**src/rtl/wash_sequencer_if.sv**
```systemverilog
// Handshake bundle between the wash sequencer, its program ROM and the actuator drivers.
// The master side (controller/bench) drives commands and ROM data; the slave side is the sequencer.
interface wash_sequencer_if #(
  parameter int INSTR_WIDTH = 32,
  parameter int ADDR_WIDTH  = 8
);
  logic                   start;
  logic                   stop;
  logic                   pause;
  logic                   tick;
  logic [INSTR_WIDTH-1:0] instr;
  logic [ADDR_WIDTH-1:0]  pc;
  logic                   fill_valve;
  logic                   drain_valve;
  logic                   motor_fwd;
  logic                   motor_rev;
  logic                   busy;
  logic                   halted;
  logic                   fault;

  modport master (
    output start, stop, pause, tick, instr,
    input  pc, fill_valve, drain_valve, motor_fwd, motor_rev, busy, halted, fault
  );

  modport slave (
    input  start, stop, pause, tick, instr,
    output pc, fill_valve, drain_valve, motor_fwd, motor_rev, busy, halted, fault
  );
endinterface

```
**src/rtl/wash_sequencer.sv**
```systemverilog
// Program sequencer for the washing register machine: fetches {imm,reg,op} words by pc and drives
// valves/motor paced by tick. Optional runaway-loop watchdog enabled by macro WASH_SEQ_WATCHDOG_EN.
module wash_sequencer #(
  parameter int INSTR_WIDTH = 32,
  parameter int ADDR_WIDTH  = 8,
  parameter int NUM_REGS    = 4,
  parameter int ENTRY_ADDR  = 2,
  parameter int WDOG_LIMIT  = 64
) (
  input  logic            clk,
  input  logic            rst_n,
  wash_sequencer_if.slave bus
);

  localparam int IDXW = (NUM_REGS > 1) ? $clog2(NUM_REGS) : 1;

  localparam logic [7:0] OP_HALT    = 8'h00;
  localparam logic [7:0] OP_WAIT    = 8'h11;
  localparam logic [7:0] OP_FILL    = 8'h12;
  localparam logic [7:0] OP_RELEASE = 8'h13;
  localparam logic [7:0] OP_FWD     = 8'h14;
  localparam logic [7:0] OP_REV     = 8'h15;
  localparam logic [7:0] OP_SET     = 8'h21;
  localparam logic [7:0] OP_DEC     = 8'h22;
  localparam logic [7:0] OP_J       = 8'h30;
  localparam logic [7:0] OP_JZ      = 8'h31;
  localparam logic [7:0] OP_JNZ     = 8'h32;

  typedef enum logic [2:0] {
    S_IDLE, S_EXEC, S_TIMED, S_HALTED, S_FAULT
  } state_t;

  typedef enum logic [2:0] {
    ACT_NONE, ACT_FILL, ACT_DRAIN, ACT_FWD, ACT_REV
  } act_t;

  state_t                state_q, state_d;
  act_t                  act_q, act_d;
  logic [ADDR_WIDTH-1:0] pc_q, pc_d;
  logic [15:0]           timer_q, timer_d;
  logic                  fill_q, fill_d;
  logic                  drain_q, drain_d;
  logic                  fwd_q, fwd_d;
  logic                  rev_q, rev_d;
  logic                  busy_q, busy_d;
  logic                  halted_q, halted_d;
  logic                  fault_q, fault_d;

  logic [15:0]           regs_q [NUM_REGS];
  logic [15:0]           regs_d [NUM_REGS];

  logic [INSTR_WIDTH-1:0] instr_w;
  logic [7:0]             op;
  logic [7:0]             rsel;
  logic [15:0]            imm;
  logic [IDXW-1:0]        reg_idx;
  logic                   reg_ok;
  logic [15:0]            reg_val;
  logic [ADDR_WIDTH-1:0]  pc_inc;
  logic [ADDR_WIDTH-1:0]  target;
  logic                   reg_we;
  logic [15:0]            reg_wdata;
  logic                   untimed;
  logic                   run;

  assign instr_w = bus.instr;
  assign op      = instr_w[7:0];
  assign rsel    = instr_w[15:8];
  assign imm     = instr_w[31:16];
  assign reg_idx = rsel[IDXW-1:0];
  assign reg_ok  = (int'(rsel) < NUM_REGS);
  assign reg_val = reg_ok ? regs_q[reg_idx] : 16'd0;
  assign pc_inc  = pc_q + 1'b1;
  assign target  = imm[ADDR_WIDTH-1:0];

`ifdef WASH_SEQ_WATCHDOG_EN
  localparam int WDW = $clog2(WDOG_LIMIT + 1) + 1;
  logic [WDW-1:0] wdog_q, wdog_d;
`else
  // The limit is only meaningful with the watchdog compiled in.
  if (WDOG_LIMIT < 0) begin : g_wdog_unused
  end
`endif

  always_comb begin
    state_d   = state_q;
    act_d     = act_q;
    pc_d      = pc_q;
    timer_d   = timer_q;
    reg_we    = 1'b0;
    reg_wdata = 16'd0;
    untimed   = 1'b0;
    if (bus.stop) begin
      state_d = S_IDLE;
      act_d   = ACT_NONE;
      pc_d    = '0;
      timer_d = 16'd0;
    end else begin
      case (state_q)
        S_IDLE, S_HALTED: begin
          if (bus.start) begin
            pc_d    = ADDR_WIDTH'(ENTRY_ADDR);
            state_d = S_EXEC;
          end
        end
        S_EXEC: begin
          if (!bus.pause) begin
            case (op)
              OP_HALT: state_d = S_HALTED;
              OP_WAIT, OP_FILL, OP_RELEASE, OP_FWD, OP_REV: begin
                timer_d = imm;
                if (imm != 16'd0) begin
                  state_d = S_TIMED;
                  case (op)
                    OP_FILL:    act_d = ACT_FILL;
                    OP_RELEASE: act_d = ACT_DRAIN;
                    OP_FWD:     act_d = ACT_FWD;
                    OP_REV:     act_d = ACT_REV;
                    default:    act_d = ACT_NONE;
                  endcase
                end else begin
                  pc_d    = pc_inc;
                  untimed = 1'b1;
                end
              end
              OP_SET, OP_DEC: begin
                if (reg_ok) begin
                  reg_we    = 1'b1;
                  reg_wdata = (op == OP_SET) ? imm : reg_val - 16'd1;
                  pc_d      = pc_inc;
                  untimed   = 1'b1;
                end else begin
                  state_d = S_FAULT;
                end
              end
              OP_J: begin
                pc_d    = target;
                untimed = 1'b1;
              end
              OP_JZ, OP_JNZ: begin
                if (reg_ok) begin
                  pc_d    = ((reg_val == 16'd0) == (op == OP_JZ)) ? target : pc_inc;
                  untimed = 1'b1;
                end else begin
                  state_d = S_FAULT;
                end
              end
              default: state_d = S_FAULT;
            endcase
          end
        end
        S_TIMED: begin
          // Paused ticks are dropped, not deferred.
          if (!bus.pause && bus.tick) begin
            timer_d = timer_q - 16'd1;
            if (timer_q == 16'd1) begin
              state_d = S_EXEC;
              act_d   = ACT_NONE;
              pc_d    = pc_inc;
            end
          end
        end
        default: ;
      endcase
`ifdef WASH_SEQ_WATCHDOG_EN
      // The instruction that would exceed the limit is not executed.
      if (untimed && (wdog_q >= WDW'(WDOG_LIMIT))) begin
        state_d = S_FAULT;
        pc_d    = pc_q;
        timer_d = timer_q;
        reg_we  = 1'b0;
      end
`endif
    end

`ifdef WASH_SEQ_WATCHDOG_EN
    if (state_d != S_EXEC) begin
      wdog_d = '0;
    end else if (untimed) begin
      wdog_d = wdog_q + 1'b1;
    end else begin
      wdog_d = wdog_q;
    end
`endif

    // Actuators follow the next state so they rise after the EXEC cycle and drop with the last tick.
    run      = (state_d == S_TIMED) && !bus.pause;
    fill_d   = run && (act_d == ACT_FILL);
    drain_d  = run && (act_d == ACT_DRAIN);
    fwd_d    = run && (act_d == ACT_FWD);
    rev_d    = run && (act_d == ACT_REV);
    busy_d   = (state_d == S_EXEC) || (state_d == S_TIMED);
    halted_d = (state_d == S_HALTED);
    fault_d  = (state_d == S_FAULT);
  end

  generate
    for (genvar gi = 0; gi < NUM_REGS; gi++) begin : g_regs
      assign regs_d[gi] = (reg_we && (reg_idx == IDXW'(gi))) ? reg_wdata : regs_q[gi];

      always_ff @(posedge clk or negedge rst_n) begin
        if (!rst_n) begin
          regs_q[gi] <= 16'd0;
        end else begin
          regs_q[gi] <= regs_d[gi];
        end
      end
    end
  endgenerate

  always_ff @(posedge clk or negedge rst_n) begin
    if (!rst_n) begin
      state_q  <= S_IDLE;
      act_q    <= ACT_NONE;
      pc_q     <= '0;
      timer_q  <= 16'd0;
      fill_q   <= 1'b0;
      drain_q  <= 1'b0;
      fwd_q    <= 1'b0;
      rev_q    <= 1'b0;
      busy_q   <= 1'b0;
      halted_q <= 1'b0;
      fault_q  <= 1'b0;
`ifdef WASH_SEQ_WATCHDOG_EN
      wdog_q   <= '0;
`endif
    end else begin
      state_q  <= state_d;
      act_q    <= act_d;
      pc_q     <= pc_d;
      timer_q  <= timer_d;
      fill_q   <= fill_d;
      drain_q  <= drain_d;
      fwd_q    <= fwd_d;
      rev_q    <= rev_d;
      busy_q   <= busy_d;
      halted_q <= halted_d;
      fault_q  <= fault_d;
`ifdef WASH_SEQ_WATCHDOG_EN
      wdog_q   <= wdog_d;
`endif
    end
  end

  assign bus.pc          = pc_q;
  assign bus.fill_valve  = fill_q;
  assign bus.drain_valve = drain_q;
  assign bus.motor_fwd   = fwd_q;
  assign bus.motor_rev   = rev_q;
  assign bus.busy        = busy_q;
  assign bus.halted      = halted_q;
  assign bus.fault       = fault_q;

endmodule

```
**src/flat_wrapper.sv**
```systemverilog
// flat-port wrapper written by rule: the top's interface ports become plain ports
module wash_sequencer_flat 
#(
  parameter int INSTR_WIDTH = 32,
  parameter int ADDR_WIDTH  = 8,
  parameter int NUM_REGS    = 4,
  parameter int ENTRY_ADDR  = 2,
  parameter int WDOG_LIMIT  = 64
)
  (clk, rst_n, bus_start, bus_stop, bus_pause, bus_tick, bus_instr, bus_pc, bus_fill_valve, bus_drain_valve, bus_motor_fwd, bus_motor_rev, bus_busy, bus_halted, bus_fault);
  wash_sequencer_if #(.INSTR_WIDTH(INSTR_WIDTH), .ADDR_WIDTH(ADDR_WIDTH)) bus_i ();
  input  logic clk;
  input  logic rst_n;
  input wire logic [$bits(bus_i.start)-1:0] bus_start;
  input wire logic [$bits(bus_i.stop)-1:0] bus_stop;
  input wire logic [$bits(bus_i.pause)-1:0] bus_pause;
  input wire logic [$bits(bus_i.tick)-1:0] bus_tick;
  input wire logic [$bits(bus_i.instr)-1:0] bus_instr;
  output wire logic [$bits(bus_i.pc)-1:0] bus_pc;
  output wire logic [$bits(bus_i.fill_valve)-1:0] bus_fill_valve;
  output wire logic [$bits(bus_i.drain_valve)-1:0] bus_drain_valve;
  output wire logic [$bits(bus_i.motor_fwd)-1:0] bus_motor_fwd;
  output wire logic [$bits(bus_i.motor_rev)-1:0] bus_motor_rev;
  output wire logic [$bits(bus_i.busy)-1:0] bus_busy;
  output wire logic [$bits(bus_i.halted)-1:0] bus_halted;
  output wire logic [$bits(bus_i.fault)-1:0] bus_fault;
  assign bus_i.start = bus_start;
  assign bus_i.stop = bus_stop;
  assign bus_i.pause = bus_pause;
  assign bus_i.tick = bus_tick;
  assign bus_i.instr = bus_instr;
  assign bus_pc = bus_i.pc;
  assign bus_fill_valve = bus_i.fill_valve;
  assign bus_drain_valve = bus_i.drain_valve;
  assign bus_motor_fwd = bus_i.motor_fwd;
  assign bus_motor_rev = bus_i.motor_rev;
  assign bus_busy = bus_i.busy;
  assign bus_halted = bus_i.halted;
  assign bus_fault = bus_i.fault;
  wash_sequencer #(.INSTR_WIDTH(INSTR_WIDTH), .ADDR_WIDTH(ADDR_WIDTH), .NUM_REGS(NUM_REGS), .ENTRY_ADDR(ENTRY_ADDR), .WDOG_LIMIT(WDOG_LIMIT)) u_core (.clk(clk), .rst_n(rst_n), .bus(bus_i));
endmodule
```
**config.mk**
```make
export PLATFORM = sky130hd
export DESIGN_NAME = wash_sequencer_flat
export DESIGN_NICKNAME = d
export VERILOG_FILES = /design/src/rtl/wash_sequencer_if.sv /design/src/rtl/wash_sequencer.sv /design/src/flat_wrapper.sv
export SDC_FILE = /design/constraint.sdc
export NUM_CORES = 1
export LEC_CHECK = 0
export ABC_AREA = 1
export BUFFER_PORTS_ARGS = -buffer_cell sky130_fd_sc_hd__buf_4
export CAP_MARGIN = 20
export CORE_MARGIN = 10
export CORE_UTILIZATION = 30
export DETAILED_ROUTE_END_ITERATION = 16
export GPL_TIMING_DRIVEN = 0
export HOLD_SLACK_MARGIN = 0.08
export PLACE_DENSITY = 0.46
export SYNTH_ARGS = -nofsm -noshare
export SYNTH_HDL_FRONTEND = slang
export SYNTH_SLANG_ARGS = --single-unit
```
**constraint.sdc**
```tcl
create_clock -name clk -period 2.48 [get_ports clk]
set_input_delay 0.124 -clock clk [delete_from_list [all_inputs] [get_ports clk]]
set_output_delay 0.124 -clock clk [all_outputs]
set_load 0.02 [all_outputs]
```
==> results.json, run 1 <==
{
  "io_pins": 53,
  "wl_per_cell_um": 17.14,
  "port_buffers": 51,
  "start_kind": "flip-flop",
  "relSlewSlack_pct": 46.87,
  "dr_total_vias": 6590,
  "netlist_instances": 969,
  "fin_skew_ns": 0.01170,
  "grt_usage_pct": 15.92,
  "clk_latency_ns": 0.37,
  "period_share_pct": 95.96,
  "post-dp-hpwl_mm": 16.99,
  "pwr-share-clk_pct": 30.5,
  "firstDrtPassIters": 5,
  "maxSlewViolCount": 0,
  "grt_antenna_before_repair": 0,
  "synth_top_area_share_pct": 38.48,
  "cts_tree": "built",
  "yosysMostFrequentCell": "nand2_1",
  "synth_cell_types": 47,
  "register_area_mm2": 0.002527,
  "die_x_um": 168.0,
  "async_flop_share_pct": 100.0,
  "multiInputGateArea_mm2": 0.003527,
  "drv_cap": 0,
  "grt_pass1_vias": 6455,
  "synth_area_leaders": "dfrtp_1 (38%), nand2_1 (20%), nand3_1 (6.2%)",
  "power.internal_uw": 2962,
  "ys.flop_type": "dfrtp_1",
  "critPathMaxFanout": 10,
  "power.leakage_uw": 0.003864,
  "startpoint": "u_core.state_q[1]",
  "hold_viol": 0,
  "cts_max_level": 3,
  "tns_ns": 0,
  "cts_sinks": 101,
  "grt_max_degree": 88,
  "worstMarginPinSlew_ns": 0.7969,
  "worstPathArrival_ns": 2.67,
  "diodes": 0,
  "crit_required_ns": 2.77,
  "area_growth_pct": 17.05,
  "num_rows": 54,
  "yosys_warnings": 0,
  "place_ws_ns": -0.3413,
  "globalplace.congestion": 0.8828,
  "die_area_mm2": 0.02821,
  "detail_route.iter0.violations": 415,
  "syn_area_mm2": 0.006569,
  "core_region_area_mm2": 0.02169,
  "rsz0062_at_grt": "yes",
  "final-setup-viol-count": 0,
  "grt-ovfl-total": 0,
  "avgSynthCellArea_um2": 6.779,
  "num-fill-cells": 2391,
  "cts-root-buf": "clkbuf_16",
  "drive_gt1_share_pct": 13.98,
  "endpoint": "u_core.timer_q[9]",
  "synthTopCellsByCount": "nand2_1 (351), dfrtp_1 (101), nand3_1 (82), inv_1 (81), nor2_1 (65)",
  "switching_share_pct": 38.00,
  "regToRegSetupSlack_ns": 0.10,
  "finish.net_count": 1081,
  "p_per_area_mw_per_mm2": 621.4,
  "synth-seq-cells": 101,
  "fin_util_pct": 35.45,
  "rr_endpoint": "u_core.timer_q[9]",
  "synth-edff-count": 0,
  "peakVddDrop_mv": 0.2868,
  "initial_utilization_pct": 30.29,
  "rr_startpoint": "u_core.state_q[1]",
  "vias_per_cell": 4.977,
  "yosysSeqAreaShare_pct": 38.48,
  "pwr-share-seq_pct": 39.7,
  "fmaxAchievable_mhz": 420.2,
  "cts_buffer_depth": 2,
  "ant_nets": 0,
  "status": "complete, no violations",
  "wirelength_mm": 22.70,
  "grt_first_pass_wirelength_mm": 36.09,
  "p_switching_uw": 1816,
  "die_y_um": 168.0,
  "clk_pin_slew_worst_paths_ns": 0.08,
  "syn_nets": 1011,
  "period_minus_slack_ns": 2.380,
  "rr_worst_depth": 8,
  "numCtsBuffers": 9,
  "end_kind": "flip-flop",
  "p_comb_share_pct": 29.9,
  "synth_top_area_cell": "dfrtp_1",
  "crit_type": "reg -> reg",
  "drc_errors": 0,
  "setup_slack_ns": 0.1002,
  "min_path_type": "in -> reg"
}
-- registers in the layout (all words and copies together) (netlist names) --
signal / cells
u_core.bus.motor_rev: 1
u_core.bus.busy: 1
u_core.bus.halted: 1
u_core.bus.fault: 1
u_core.bus.pc: 8
u_core.bus.motor_fwd: 1
u_core.bus.fill_valve: 1
u_core.timer_q: 16
u_core.regs_q: 64
u_core.bus.drain_valve: 1
u_core.state_q: 3
u_core.act_q: 3
-- worst min path at each step --
stage | to | from | depth (start not counted)
CTS | u_core.timer_q[8] | bus_instr[24] | 3
floorplan | u_core.act_q[0] | rst_n | 0
global placement | u_core.regs_q[45] | u_core.regs_q[45] | 2
finish | u_core.timer_q[8] | bus_instr[24] | 3
detailed placement | u_core.regs_q[39] | rst_n | 1
global route | u_core.timer_q[10] | bus_instr[26] | 3
-- routing by layer --
metal	GRT usage [%]	vias up	routed length (um)
met5	0	-	0
met4	3.444	0	258
met3	2.864	19	870
met2	26.44	118	10720
met1	21.04	3138	10850
li1	-	3315	-
-- cells in the final DEF, fill, tap and decap left out, types with 3 or more instances in the layout --
cell type / count
nand2_1: 350
dfrtp_1: 101
nand3_1: 82
inv_1: 81
nor2_1: 65
buf_4: 59
o21ai_0: 54
a21oi_1: 37
o21ai_1: 33
inv_2: 17
nand4_1: 15
buf_2: 11
nor3_1: 10
o211ai_1: 10
nor2_2: 9
o2111ai_1: 9
clkbuf_16: 9
clkbuf_1: 8
o22ai_1: 8
nor2_4: 6
xor2_1: 6
o21ai_2: 5
o21a_1: 5
or2_2: 5
buf_6: 4
nand2_2: 4
ha_1: 4
nand3_2: 3
-- worst max-delay path, stage by stage (launching register included) --
cell and delay, ns:
dfrtp_1 0.42, inv_2 0.06, nor2_1 0.17, inv_2 0.08, nor2_4 0.17, buf_1 0.52, clkbuf_1 0.54, o21ai_0 0.19
o22ai_1 0.15
-- power groups by stage --
stage	combinational (uW)	clock, uW	sequential [uW]
floorplan	883	0	1930
global placement	1350	0	1930
detailed placement	1350	0	1930
CTS	1390	1490	1900
global route	1620	1550	1920
finish	1430	1450	1900
-- logic make-up after synthesis --
| family | share of synthesized area (%) |
|---|---|
| DFF | 38.48 |
| xor gates and xnor gates | 0.9334 |
| AOI/OAI and AO/OA | 15.30 |
| and+or+nand+nor | 36.48 |
| adders and majority gates | 0.7619 |
| buffers and inverters | 8.057 |
-- layout make-up --
type	count	share of cell area [%]
multi-input cells	740	45.87
flip-flops and latches	101	32.87
repair buffers	59	6.103
inverters	100	4.882
well taps	280	4.557
clock buffers	9	2.929
plain buffers	28	2.034
clock inverters	7	0.7486
-- repair_timing --
action | CTS | global route
hold buffers | 1 | 0
buffers inserted | 2 | 4
gates resized for setup | 2 | 3
hold endpoints to repair | 101 | 0
pin swaps | 1 | 2
endpoints found under the setup margin | 19 | 39
gates cloned | 0 | 0
-- per-stage QoR --
stage	power (uW)	instance area (um^2)	hold WS, ns	instances
after floorplan	2817	6569	-0.1716	969
after global placement	3275	7302	0.4650	1300
after detailed placement	3282	7333	-0.03081	1301
after CTS	4774	7649	0.08724	1320
after global routing	5084	7689	0.1039	1324
final	4777	7689	0.08763	1324
(Power assumes the default switching activity.)
==> inputs of run 2 (changes only) <==
Settings changed: BUFFER_PORTS_ARGS -buffer_cell sky130_fd_sc_hd__buf_4 to unset, DONT_BUFFER_PORTS set to 1, PLACE_DENSITY 0.46 to 0.44.
==> run 2 against run 1 <==
Wire length up 1.9%. Clock skew shrank 0.00094 ns. Setup slack better by 0.10 ns. Die area unchanged. Combinational power shrank 12%. Maximum frequency up 4.5%. Sequential share of layout area up 0.72 points. Clock power up 8%. Largest cell class unchanged.
==> results.json, run 2 (synthesized netlist as in run 1, its figures left out) <==
{
  "place_ws_ns": -0.3015,
  "layout_commonest_cell": "nand2_1",
  "grt-ovfl-total": 0,
  "placed_cells": 1249,
  "grt_antenna_before_repair": 0,
  "ant_nets": 0,
  "rsz0062_at_grt": "no",
  "port_buffers": 0,
  "cts-root-buf": "clkbuf_16",
  "maxSlewViolCount": 0,
  "end_kind": "flip-flop",
  "die_x_um": 168.0,
  "peakVddDrop_mv": 0.3975,
  "crit_required_ns": 2.71,
  "detail_route.iter0.violations": 474,
  "grt_max_degree": 102,
  "finish.net_count": 1045,
  "cts_max_level": 3,
  "min_path_type": "in -> reg",
  "fin_skew_ns": 0.01075,
  "wl_per_cell_um": 17.96,
  "core_region_area_mm2": 0.02169,
  "cp_num_buf_inv": 6,
  "wirelength_mm": 23.13,
  "top_register": "u_core.regs_q",
  "grt_first_pass_wirelength_mm": 36.58,
  "clk_pin_slew_worst_paths_ns": 0.08,
  "worstHoldStart": "bus_instr[19]",
  "cts_tree": "built",
  "slowest_stage": "dfrtp_1",
  "firstDrtPassIters": 4,
  "cp_top_family": "simple AND/OR/NAND/NOR gates",
  "path_cells": "nor2_2 > inv_2 > nor2_4 > inv_2 > buf_6 > nor2_8 > nand3_2 > nor2_4 > inv_2 > nor2_2 > inv_2 > clkbuf_4 > nand2_1 > o21ai_0",
  "instances_no_fill": 1288,
  "period_minus_slack_ns": 2.277,
  "globalplace.congestion": 0.8770,
  "grt_usage_pct": 16.36,
  "p_per_area_mw_per_mm2": 631.2,
  "cp_common_cell": "inv_2",
  "status": "complete, no violations",
  "numCtsBuffers": 9,
  "largest_reg_flops": 64,
  "dr_total_vias": 6406,
  "relSlewSlack_pct": 46.68,
  "crit_type": "reg -> reg",
  "worstMarginPinSlew_ns": 0.7998,
  "drv_cap": 0,
  "mostFrequentLayoutCells": "nand2_1 (349), dfrtp_1 (101), nand3_1 (81)",
  "final-setup-viol-count": 0,
  "worstPathArrival_ns": 2.51,
  "drc_errors": 0,
  "diodes": 0,
  "num-fill-cells": 2395,
  "power.leakage_uw": 0.003717,
  "area_growth_pct": 14.55,
  "num_rows": 54,
  "io_pins": 53,
  "vias_per_cell": 4.974,
  "die_y_um": 168.0,
  "cts_sinks": 101,
  "initial_utilization_pct": 30.29,
  "post-dp-hpwl_mm": 16.91,
  "critPathMaxFanout": 10,
  "grt_pass1_vias": 6399,
  "hold_viol": 0,
  "drive_gt1_share_pct": 10.12,
  "start_kind": "flip-flop",
  "rr_startpoint": "u_core.state_q[1]",
  "die_area_mm2": 0.02821,
  "crit_path_max_incr_delay_ns": 0.43,
  "period_share_pct": 91.81,
  "cts_buffer_depth": 2,
  "fmaxAchievable_mhz": 439.2,
  "clk_latency_ns": 0.36,
  "setup_slack_ns": 0.2031,
  "startpoint": "u_core.state_q[1]"
}
==> run 2: worst reg2reg max path, delay by kind of cell (launching register included) <==
family                 cells  cell delay, ns
AO/OA/AOI/OAI              1            0.07
AND/OR/NAND/NOR            7            0.90
buffers and inverters      6            0.76
flip-flops                 1            0.43
==> run 2: layout make-up <==
type	count	area (um^2)	area share (%)
clock buffer	9	225.2	2.993
buffer	28	160.2	2.128
multi-input combinational	740	3563	47.36
sequential	101	2527	33.59
tap	280	350.3	4.656
clock inverter	7	90.09	1.197
inverter	100	375.4	4.988
timing repair buffer	23	232.7	3.093
==> run 2: worst paths after layout <==
kind | slack [ns] | cells past startpoint | to
worst max-delay path | 0.20 | 14 | u_core.regs_q[38]
worst min-delay path | 0.08 | 6 | u_core.bus.pc[3]
worst max register to register | 0.20 | 14 | u_core.regs_q[38]
worst min register to register | 0.48 | 2 | u_core.regs_q[31]
max in group asynchronous | 1.72 | 2 | u_core.bus.halted
min in group asynchronous | 0.34 | 2 | u_core.regs_q[52]
==> run 2: report_power, final <==
part           total (uW)  internal (uW)  switching [uW]
registers            1940           1770             160
clock network        1560            812             743
logic                1260            391             869
==> run 2: per-stage QoR <==
stage | setup TNS [ns] | util [%] | hold slack (ns) | instance area [um^2] | power, uW
2_1_floorplan | 0 | - | -0.1716 | 6569 | 2817
3_3_place_gp | -3.242 | 31.90 | -0.1660 | 6919 | 3140
3_5_place_dp | -2.951 | 31.90 | -0.1652 | 6919 | 3135
4_1_cts | 0 | 34.14 | -0.5610 | 7405 | 4772
5_1_grt | 0 | 34.69 | 0.1210 | 7525 | 5071
6_report | 0 | 34.69 | 0.08464 | 7525 | 4750
==> run 2: metal layers <==
metal  up-vias  GRT usage [%]  wire length [um]
met5         -              0                 0
met4         0          4.807               344
met3        22          3.609              1101
met2       123          26.76             10990
met1      3029          21.08             10700
li1       3232              -                 -
==> run 2: timing repair <==
action	CTS	global route
pin swaps	1	3
setup endpoints to repair	38	76
resized for setup	1	17
buffers inserted	2	4
hold buffers	15	2
hold endpoints to repair	118	101
==> inputs of run 3 (changes only) <==
Clock period 2.48 ns to 2.1 ns, I/O delays scaled along.
==> run 3 against run 2 <==
The flow now finishes with violations (negative hold slack, negative setup slack). Register-to-register slack got worse by 0.27 ns. Critical path type unchanged. Hold slack worse by 0.66 ns. Sequential share of layout area shrank 4.0 points. Utilization grew 4.7 points.
==> results.json, run 3 (synthesized netlist as in run 1, its figures left out) <==
{
  "fin_skew_ns": 0.01156,
  "cts_buffer_depth": 2,
  "grt-ovfl-total": 0,
  "numCtsBuffers": 9,
  "worstMarginPinSlew_ns": 0.9090,
  "start_kind": "flip-flop",
  "core_region_area_mm2": 0.02169,
  "wirelength_mm": 24.45,
  "vias_per_cell": 5.065,
  "grt_antenna_before_repair": 0,
  "ctsHoldBuffers": 16,
  "critPathMaxFanout": 8,
  "cts_max_level": 3,
  "rr_worst_depth": 14,
  "clk_pin_slew_worst_paths_ns": 0.08,
  "firstDrtPassIters": 5,
  "largest_reg_flops": 64,
  "clk_latency_ns": 0.36,
  "fmaxAchievable_mhz": 462.0,
  "crit_required_ns": 2.36,
  "worstPathArrival_ns": 2.42,
  "setup_slack_ns": -0.06452,
  "placed_cells": 1249,
  "min_path_type": "in -> async",
  "num_rows": 54,
  "holdWs_ns": -0.5720,
  "period_share_pct": 103.1,
  "p_per_area_mw_per_mm2": 709.7,
  "num-fill-cells": 2315,
  "relSlewSlack_pct": 39.40,
  "placed_area_mm2": 0.006919,
  "cts_tree": "built",
  "io_pins": 53,
  "power.leakage_uw": 0.004073,
  "die_x_um": 168.0,
  "die_y_um": 168.0,
  "post-dp-hpwl_mm": 16.91,
  "cp_num_buf_inv": 1,
  "top_register": "u_core.regs_q",
  "port_buffers": 0,
  "drc_errors": 0,
  "design_area_mm2": 0.008554,
  "crit_type": "reg -> reg",
  "slowest_stage": "dfrtp_1",
  "area_growth_pct": 30.23,
  "grt_first_pass_wirelength_mm": 37.46,
  "finish.net_count": 1086,
  "instances_no_fill": 1329,
  "detail_route.iter0.violations": 400,
  "initial_utilization_pct": 30.29,
  "crit_path_max_incr_delay_ns": 0.40,
  "maxSlewViolCount": 0,
  "diodes": 0,
  "path_cells": "a22oi_2 > nand2_2 > nand2_2 > ha_2 > nand3_4 > nor2_4 > buf_6 > nand3_4 > nand3_1 > nand2_1 > nand3_1 > nand2_1 > nand2_1 > nand2_1",
  "final-setup-viol-count": 34,
  "end_kind": "flip-flop",
  "status": "complete, but fails checks",
  "cts_sinks": 101,
  "cp_common_cell": "nand2_1",
  "hold_viol": 101,
  "die_area_mm2": 0.02821,
  "drv_cap": 0,
  "grt_max_degree": 102,
  "dr_total_vias": 6732,
  "cp_top_family": "simple AND/OR/NAND/NOR gates",
  "grt_usage_pct": 16.71,
  "cts-root-buf": "clkbuf_16",
  "wl_per_cell_um": 18.40,
  "peakVddDrop_mv": 0.4654,
  "globalplace.congestion": 0.8770,
  "grt_pass1_vias": 6597,
  "period_minus_slack_ns": 2.165,
  "ant_nets": 0,
  "layout_commonest_cell": "nand2_1",
  "drive_gt1_share_pct": 25.07,
  "rsz0062_at_grt": "yes",
  "mostFrequentLayoutCells": "nand2_1 (300), dfrtp_1 (101), inv_1 (71)",
  "violations": "negative hold slack, negative setup slack",
  "cp.depth": 14
}
-- run 3: final cells by class --
| class | instances | area (um^2) | share of cell area, % |
|---|---|---|---|
| Clock buffer | 9 | 225.2 | 2.633 |
| Sequential cell | 101 | 2527 | 29.55 |
| Clock inverter | 7 | 90.09 | 1.053 |
| Tap cell | 280 | 350.3 | 4.095 |
| Multi-Input combinational cell | 740 | 4141 | 48.41 |
| Buffer | 28 | 257.7 | 3.013 |
| Inverter | 100 | 395.4 | 4.622 |
| Timing Repair Buffer | 63 | 563.0 | 6.582 |
| Timing Repair inverter | 1 | 3.754 | 0.04388 |
-- run 3: per-layer routing --
layer / up-vias / part of all wire [%] / routed length, um / track usage (%)
met1: 3230 / 44 / 10870 / 20.89
met3: 32 / 5.3 / 1293 / 4.075
li1: 3328 / - / - / -
met5: - / 0 / 0 / 0
met2: 142 / 48 / 11730 / 27.40
met4: 0 / 2.3 / 555 / 5.829
-- run 3: timing repair --
| action | 4_1_cts | 5_1_grt |
|---|---|---|
| endpoints found under the setup margin | 91 | 93 |
| gates resized for setup | 60 | 169 |
| pin swaps | 13 | 47 |
| gates cloned | 1 | 3 |
| hold endpoints to repair | 126 | 101 |
| setup buffers | 18 | 28 |
-- run 3: path summary, 6_finish.rpt --
kind / from / to / slack [ns]
worst min-delay path: rst_n / u_core.regs_q[4] / -0.57
worst max register to register: u_core.regs_q[49] / u_core.bus.pc[7] / -0.06
worst max-delay path: u_core.regs_q[49] / u_core.bus.pc[7] / -0.06
min in group clk: bus_instr[20] / u_core.bus.pc[4] / 0.09
worst min register to register: u_core.regs_q[31] / u_core.regs_q[31] / 0.48
max in group asynchronous: rst_n / u_core.bus.halted / 2.53
-- run 3: power breakdown --
group,internal [uW],switching (uW)
clock network,959,891
logic,744,1180
registers,2100,201
total,3800,2270
-- run 3: per-stage QoR --
| stage | power (uW) | hold slack [ns] | util (%) | setup slack, ns | setup TNS (ns) |
|---|---|---|---|---|---|
| floorplan | 3326 | -0.1906 | - | 0.1235 | 0 |
| global placement | 3708 | -0.1850 | 31.90 | -0.6349 | -32.80 |
| detailed placement | 3703 | -0.1842 | 31.90 | -0.6625 | -31.98 |
| CTS | 5776 | -0.5800 | 35.77 | -0.01611 | -0.03008 |
| global route | 6438 | -0.5924 | 39.44 | -0.2123 | -8.548 |
| finish | 6071 | -0.5720 | 39.44 | -0.06452 | -0.9893 |
